[src/rtl/scan_decoder_if.sv]
// Bus bundle for scan_decoder: control inputs and registered decode outputs.
// SCAN_DECODER_DIR_EN adds the DIR scan-direction signal.
interface scan_decoder_if #(
    parameter int SEL_W = 2,
    parameter int DIV_W = 4
);
    localparam int N = 2**SEL_W;

    logic             G_L;
    logic             MODE;
`ifdef SCAN_DECODER_DIR_EN
    logic             DIR;
`endif
    logic [SEL_W-1:0] SEL;
    logic [DIV_W-1:0] DIV;
    logic [N-1:0]     Y_L;
    logic [SEL_W-1:0] IDX;
    logic             WRAP;

    modport master (
        output G_L, MODE,
`ifdef SCAN_DECODER_DIR_EN
        DIR,
`endif
        SEL, DIV,
        input  Y_L, IDX, WRAP
    );

    modport slave (
        input  G_L, MODE,
`ifdef SCAN_DECODER_DIR_EN
        DIR,
`endif
        SEL, DIV,
        output Y_L, IDX, WRAP
    );
endinterface

[src/rtl/scan_decoder.sv]
// Registered SEL_W-to-2^SEL_W active-low decoder with direct and auto-scan modes; SCAN_DECODER_DIR_EN adds down-scan via DIR.
// Latency one cycle from any input to Y_L/IDX/WRAP; no backpressure, G_L=1 blanks outputs and freezes the scan.
module scan_decoder #(
    parameter int SEL_W = 2,
    parameter int DIV_W = 4
) (
    input  logic          CLK,
    input  logic          RESET,
    scan_decoder_if.slave bus
);
    localparam int N = 2**SEL_W;
    localparam logic [SEL_W-1:0] IDX_MAX = SEL_W'(N-1);

    logic [SEL_W-1:0] idx_q, idx_d;
    logic [DIV_W-1:0] presc_q, presc_d;
    logic [N-1:0]     y_q, y_d;
    logic             wrap_q, wrap_d;
    logic             step_down;

`ifdef SCAN_DECODER_DIR_EN
    assign step_down = bus.DIR;
`else
    assign step_down = 1'b0;
`endif

    always_comb begin
        idx_d   = idx_q;
        presc_d = presc_q;
        wrap_d  = 1'b0;
        y_d     = '1;
        if (!bus.G_L) begin
            if (!bus.MODE) begin
                idx_d   = bus.SEL;
                presc_d = '0;
            end else if (presc_q >= bus.DIV) begin
                // >= rather than == so a DIV lowered mid-count steps at once
                presc_d = '0;
                if (step_down) begin
                    idx_d  = idx_q - SEL_W'(1);
                    wrap_d = (idx_q == '0);
                end else begin
                    idx_d  = idx_q + SEL_W'(1);
                    wrap_d = (idx_q == IDX_MAX);
                end
            end else begin
                presc_d = presc_q + DIV_W'(1);
            end
            y_d[idx_d] = 1'b0;
        end
    end

    always_ff @(posedge CLK) begin
        if (RESET) begin
            idx_q   <= '0;
            presc_q <= '0;
            y_q     <= '1;
            wrap_q  <= 1'b0;
        end else begin
            idx_q   <= idx_d;
            presc_q <= presc_d;
            y_q     <= y_d;
            wrap_q  <= wrap_d;
        end
    end

    assign bus.Y_L  = y_q;
    assign bus.IDX  = idx_q;
    assign bus.WRAP = wrap_q;
endmodule

[src/flat_wrapper.sv]
// flat-port wrapper written by rule: the top's interface ports become plain ports
module scan_decoder_flat 
#(
    parameter int SEL_W = 2,
    parameter int DIV_W = 4
)
  (CLK, RESET, bus_G_L, bus_MODE, bus_SEL, bus_DIV, bus_Y_L, bus_IDX, bus_WRAP);
  scan_decoder_if #(.SEL_W(SEL_W), .DIV_W(DIV_W)) bus_i ();
  input  logic CLK;
  input  logic RESET;
  input wire logic [$bits(bus_i.G_L)-1:0] bus_G_L;
  input wire logic [$bits(bus_i.MODE)-1:0] bus_MODE;
  input wire logic [$bits(bus_i.SEL)-1:0] bus_SEL;
  input wire logic [$bits(bus_i.DIV)-1:0] bus_DIV;
  output wire logic [$bits(bus_i.Y_L)-1:0] bus_Y_L;
  output wire logic [$bits(bus_i.IDX)-1:0] bus_IDX;
  output wire logic [$bits(bus_i.WRAP)-1:0] bus_WRAP;
  assign bus_i.G_L = bus_G_L;
  assign bus_i.MODE = bus_MODE;
  assign bus_i.SEL = bus_SEL;
  assign bus_i.DIV = bus_DIV;
  assign bus_Y_L = bus_i.Y_L;
  assign bus_IDX = bus_i.IDX;
  assign bus_WRAP = bus_i.WRAP;
  scan_decoder #(.SEL_W(SEL_W), .DIV_W(DIV_W)) u_core (.CLK(CLK), .RESET(RESET), .bus(bus_i));
endmodule
[config.mk]
export PLATFORM = sky130hd
export DESIGN_NAME = scan_decoder_flat
export DESIGN_NICKNAME = d
export VERILOG_FILES = /design/src/rtl/scan_decoder_if.sv /design/src/rtl/scan_decoder.sv /design/src/flat_wrapper.sv
export SDC_FILE = /design/constraint.sdc
export NUM_CORES = 1
export LEC_CHECK = 0
export BUFFER_PORTS_ARGS = -buffer_cell sky130_fd_sc_hd__buf_2
export CORE_AREA = 10 10 47 49
export CTS_CLUSTER_DIAMETER = 80
export CTS_CLUSTER_SIZE = 12
export DETAILED_ROUTE_END_ITERATION = 10
export DIE_AREA = 0 0 57 59
export PLACE_DENSITY = 0.78
export RECOVER_POWER = 25
export SETUP_SLACK_MARGIN = 0.2
export SLEW_MARGIN = 20
export SYNTH_ARGS = -nofsm -noshare
export SYNTH_HDL_FRONTEND = slang
export SYNTH_SLANG_ARGS = --single-unit
[constraint.sdc]
create_clock -name CLK -period 5.42 [get_ports CLK]
set_clock_uncertainty 0.05 [all_clocks]
set_input_delay 0.271 -clock CLK [delete_from_list [all_inputs] [get_ports CLK]]
set_output_delay 0.271 -clock CLK [all_outputs]
set_load 0.005 [all_outputs]
==> metrics.txt <==
# TYPE chip_impl_metric gauge
chip_impl_info{name="crit_path_start",value="u_core.presc_q[0]"} 1
chip_impl_metric{name="cts_resized",unit=""} 0
chip_impl_info{name="holdCritPathClass",value="in2reg"} 1
chip_impl_metric{name="grt_first_pass_wirelength",unit="um"} 2739
chip_impl_metric{name="static_leakage",unit="nW"} 0.3561
chip_impl_info{name="worst_setup_path_start_kind",value="flip-flop"} 1
chip_impl_metric{name="comb_power_share",unit=""} 0.178
chip_impl_metric{name="crit_arrival",unit="ps"} 2160
chip_impl_metric{name="fin_crit",unit="ps"} 2051
chip_impl_metric{name="vias_per_cell",unit=""} 5.891
chip_impl_metric{name="clock_sinks",unit=""} 11
chip_impl_metric{name="post_synth_num_cell_types",unit=""} 32
chip_impl_metric{name="fillers",unit=""} 152
chip_impl_metric{name="row_cnt",unit=""} 14
chip_impl_metric{name="cp_data_required_time",unit="ps"} 5530
chip_impl_metric{name="routed-wl-met3",unit="um"} 137
chip_impl_metric{name="postLayoutCoreUtil",unit=""} 0.5625
chip_impl_metric{name="wl_met1",unit="um"} 682
chip_impl_info{name="result_of_the_run",value="finished clean"} 1
chip_impl_metric{name="maximum_net_fanout_on_the_critical_path",unit=""} 5
chip_impl_metric{name="drt_pass1_iterations",unit=""} 6
chip_impl_metric{name="synth_nets",unit=""} 92
chip_impl_metric{name="p_int",unit="mW"} 0.1264
chip_impl_metric{name="cts_max_path_buffers",unit=""} 2
chip_impl_metric{name="final-instance-count-excl-fill",unit=""} 110
chip_impl_metric{name="ff2ff_path_depth",unit=""} 6
chip_impl_metric{name="clk-insertion-delay-late",unit="ps"} 270
chip_impl_metric{name="power.share.switching",unit=""} 0.2718
chip_impl_metric{name="grt_start_max_net_pins",unit=""} 13
chip_impl_metric{name="dp.cells",unit=""} 106
chip_impl_metric{name="hold_viol_final",unit=""} 0
chip_impl_metric{name="cts-htree-levels",unit=""} 1
chip_impl_metric{name="core_area",unit="um2"} 1401
chip_impl_metric{name="grt_pass1_vias",unit=""} 595
chip_impl_metric{name="floorplan.initialDensity",unit=""} 0.4893
chip_impl_metric{name="setup-tns-final",unit="ps"} 0
chip_impl_metric{name="ioPinCount",unit=""} 17
chip_impl_metric{name="number_of_setup_violations_in_the_final_report",unit=""} 0
chip_impl_metric{name="finalCritPeriodShare",unit=""} 0.3784
chip_impl_metric{name="place_hpwl",unit="um"} 1277
chip_impl_metric{name="yosysSeqAreaShare",unit=""} 0.3212
chip_impl_metric{name="yosys_warnings",unit=""} 0
chip_impl_metric{name="power",unit="mW"} 0.1737
chip_impl_metric{name="final_max_slew_viol_count",unit=""} 0
chip_impl_metric{name="layout-area-overhead-vs-synth",unit="%"} 14.96
chip_impl_metric{name="detail-route-antenna-nets",unit=""} 0
chip_impl_metric{name="yosys_register_bits",unit=""} 11
chip_impl_metric{name="met2WireLength",unit="um"} 785
chip_impl_metric{name="worst-r2r-setup-slack",unit="ps"} 3370
chip_impl_info{name="r2r_end",value="u_core.bus.Y_L[0]"} 1
chip_impl_info{name="critical_path.endpoint",value="u_core.bus.Y_L[0]"} 1
chip_impl_metric{name="grt.overflow.total",unit=""} 0
chip_impl_info{name="dr.max_layer_used",value="met4"} 1
chip_impl_metric{name="die_w",unit="um"} 57
chip_impl_metric{name="clkPwrFrac",unit=""} 0.325
chip_impl_metric{name="max-cap-violations",unit=""} 0
chip_impl_metric{name="routabilityCongestion",unit=""} 0.8450
chip_impl_metric{name="postSynthAreaPerCell",unit="um2"} 9.022
chip_impl_info{name="timing.setup.critical_path_class",value="reg2reg"} 1
chip_impl_info{name="cts_tree",value="yes"} 1
chip_impl_metric{name="detailroute.via_count",unit=""} 648
chip_impl_metric{name="antenna_cells_inserted",unit=""} 0
chip_impl_metric{name="groute.usage.overall",unit=""} 0.1013
chip_impl_metric{name="worst_pin_slew",unit="ps"} 469.3
chip_impl_info{name="grt_setup_unrepaired",value="false"} 1
chip_impl_metric{name="cts_post_setup_buffers_inserted",unit=""} 0
chip_impl_metric{name="max_clock_freq",unit="MHz"} 487.6
chip_impl_metric{name="netlist_area",unit="um2"} 685.7
chip_impl_metric{name="die_height",unit="um"} 59
chip_impl_metric{name="power_per_cell_area",unit="nW/um2"} 220.3
chip_impl_metric{name="drc",unit=""} 0
chip_impl_metric{name="power.net_switching",unit="mW"} 0.04720
chip_impl_metric{name="wl_per_cell",unit="um"} 14.68
chip_impl_metric{name="drt_iter0_markers",unit=""} 16
chip_impl_metric{name="max_ir_drop_vdd",unit="mV"} 0.1494
chip_impl_metric{name="drive_gt1_frac",unit=""} 0.2128
chip_impl_info{name="kind_of_end_point_of_the_critical_path",value="flip-flop"} 1
chip_impl_metric{name="cts.reportedPaths.clkPinSlew",unit="ps"} 70
chip_impl_metric{name="cts_hold_buf",unit=""} 0
chip_impl_metric{name="port_buffers",unit=""} 16
chip_impl_metric{name="totalWireLength",unit="um"} 1615
chip_impl_metric{name="antenna_found_initial",unit=""} 0
chip_impl_metric{name="synthesis.instances",unit=""} 76
chip_impl_info{name="clk_root_buffer_cell",value="clkbuf_4"} 1
chip_impl_metric{name="final_nets",unit=""} 111
chip_impl_metric{name="power.sequential.fraction",unit=""} 0.497
chip_impl_info{name="timing.rr.start",value="u_core.presc_q[0]"} 1
chip_impl_metric{name="floorplan.die_area",unit="um2"} 3363
chip_impl_metric{name="cts_made_buffers",unit=""} 3
chip_impl_metric{name="worst_rel_slew_slack",unit=""} 0.6864
power groups by stage:
stage,Sequential (mW),Combinational (mW),Clock [mW]
3_5_place_dp,0.0881,0.0306,0
5_1_grt,0.0866,0.0343,0.0624
6_report,0.0863,0.0309,0.0564
3_3_place_gp,0.0880,0.0298,0
4_1_cts,0.0862,0.0308,0.0593
2_1_floorplan,0.0880,0.0212,0
worst min path at each step:
stage,startpoint,end,cells past startpoint
after floorplan,RESET,u_core.presc_q[2],1
after detailed placement,u_core.presc_q[0],u_core.presc_q[0],2
final,RESET,u_core.presc_q[2],2
after global routing,RESET,u_core.presc_q[2],2
after global placement,u_core.presc_q[3],u_core.presc_q[3],1
after CTS,RESET,u_core.presc_q[2],2
layout make-up:
type,count,area (um2),area share
clock buffer,4,26.28,0.03333
inverter,5,18.77,0.02381
multi-input combinational,58,427.9,0.5429
sequential,11,220.2,0.2794
tap,16,20.02,0.02540
timing repair buffer,16,75.07,0.09524
critical path: stages, from the launching register on:
cell       delay (ps)
dfxtp_1           390
inv_1              60
ha_1              280
nor3b_1           420
o2111ai_1         240
and3_1            220
a2111o_1          280
registers in the layout, indices dropped and copies added (netlist names):
register	cells
u_core.bus.IDX	2
u_core.bus.Y_L	4
u_core.bus.WRAP	1
u_core.presc_q	4
cells by family after synthesis:
logic type,Yosys count,synth area share
AND/OR/NAND/NOR,27,0.2281
AO/OA/AOI/OAI,24,0.2737
flip-flops,11,0.3212
buffers and inverters,7,0.05475
adder cells (fa/ha/maj),6,0.1095
XOR/XNOR,1,0.01278
cells in the mapped netlist:
master / number / share of area
or3_1: 1 / 0.0091
inv_1: 5 / 0.027
nor2b_1: 2 / 0.018
a32o_1: 1 / 0.015
or2_2: 2 / 0.018
nor2_1: 3 / 0.016
nor3b_1: 3 / 0.033
nand2_1: 5 / 0.027
buf_6: 1 / 0.016
a21o_2: 1 / 0.013
o22a_1: 1 / 0.013
ha_1: 6 / 0.11
nand2b_1: 1 / 0.0091
nor4b_1: 1 / 0.013
nand3_1: 4 / 0.029
xnor2_1: 1 / 0.013
a2111o_1: 2 / 0.033
a22oi_1: 2 / 0.022
buf_4: 1 / 0.011
and2b_1: 1 / 0.011
a21oi_4: 1 / 0.024
o21a_1: 1 / 0.011
and3_1: 2 / 0.018
o211ai_1: 4 / 0.044
o2111ai_1: 1 / 0.013
o21ai_0: 4 / 0.029
a21oi_1: 3 / 0.022
dfxtp_1: 11 / 0.32
nand4_1: 1 / 0.0091
o211a_1: 1 / 0.015
or3b_4: 1 / 0.016
a21o_1: 2 / 0.022
per-layer routing:
| layer | vias to the layer above | GRT usage |
|---|---|---|
| li1 | 322 | - |
| met1 | 291 | 0.1183 |
| met2 | 31 | 0.1504 |
| met3 | 4 | 0.04292 |
| met4 | 0 | 0.06040 |
| met5 | - | 0 |
metrics by stage:
step / hold slack [ps] / area [um2] / setup WS [ps]
floorplan: 290.1 / 685.7 / 3532
global placement: 438.4 / 767.0 / 3446
detailed placement: 456.4 / 767.0 / 3409
CTS: 183.2 / 793.3 / 3397
global route: 218.0 / 788.3 / 3296
finish: 193.9 / 788.3 / 3369
cells in the final DEF, fill, tap and decap left out, types with 2 or more instances in the layout:
| cell | count |
|---|---|
| buf_2 | 12 |
| clkbuf_1 | 5 |
| and3_1 | 2 |
| a22oi_1 | 2 |
| dfxtp_1 | 11 |
| o21ai_0 | 4 |
| inv_1 | 5 |
| or2_2 | 2 |
| nand3_1 | 4 |
| nor2_1 | 3 |
| nor3b_1 | 3 |
| ha_1 | 6 |
| a2111o_1 | 2 |
| a21oi_1 | 3 |
| o211ai_1 | 4 |
| nand2_1 | 5 |
| clkbuf_4 | 3 |
| a21o_1 | 2 |
| nor2b_1 | 2 |
(Power assumes the default switching activity.)
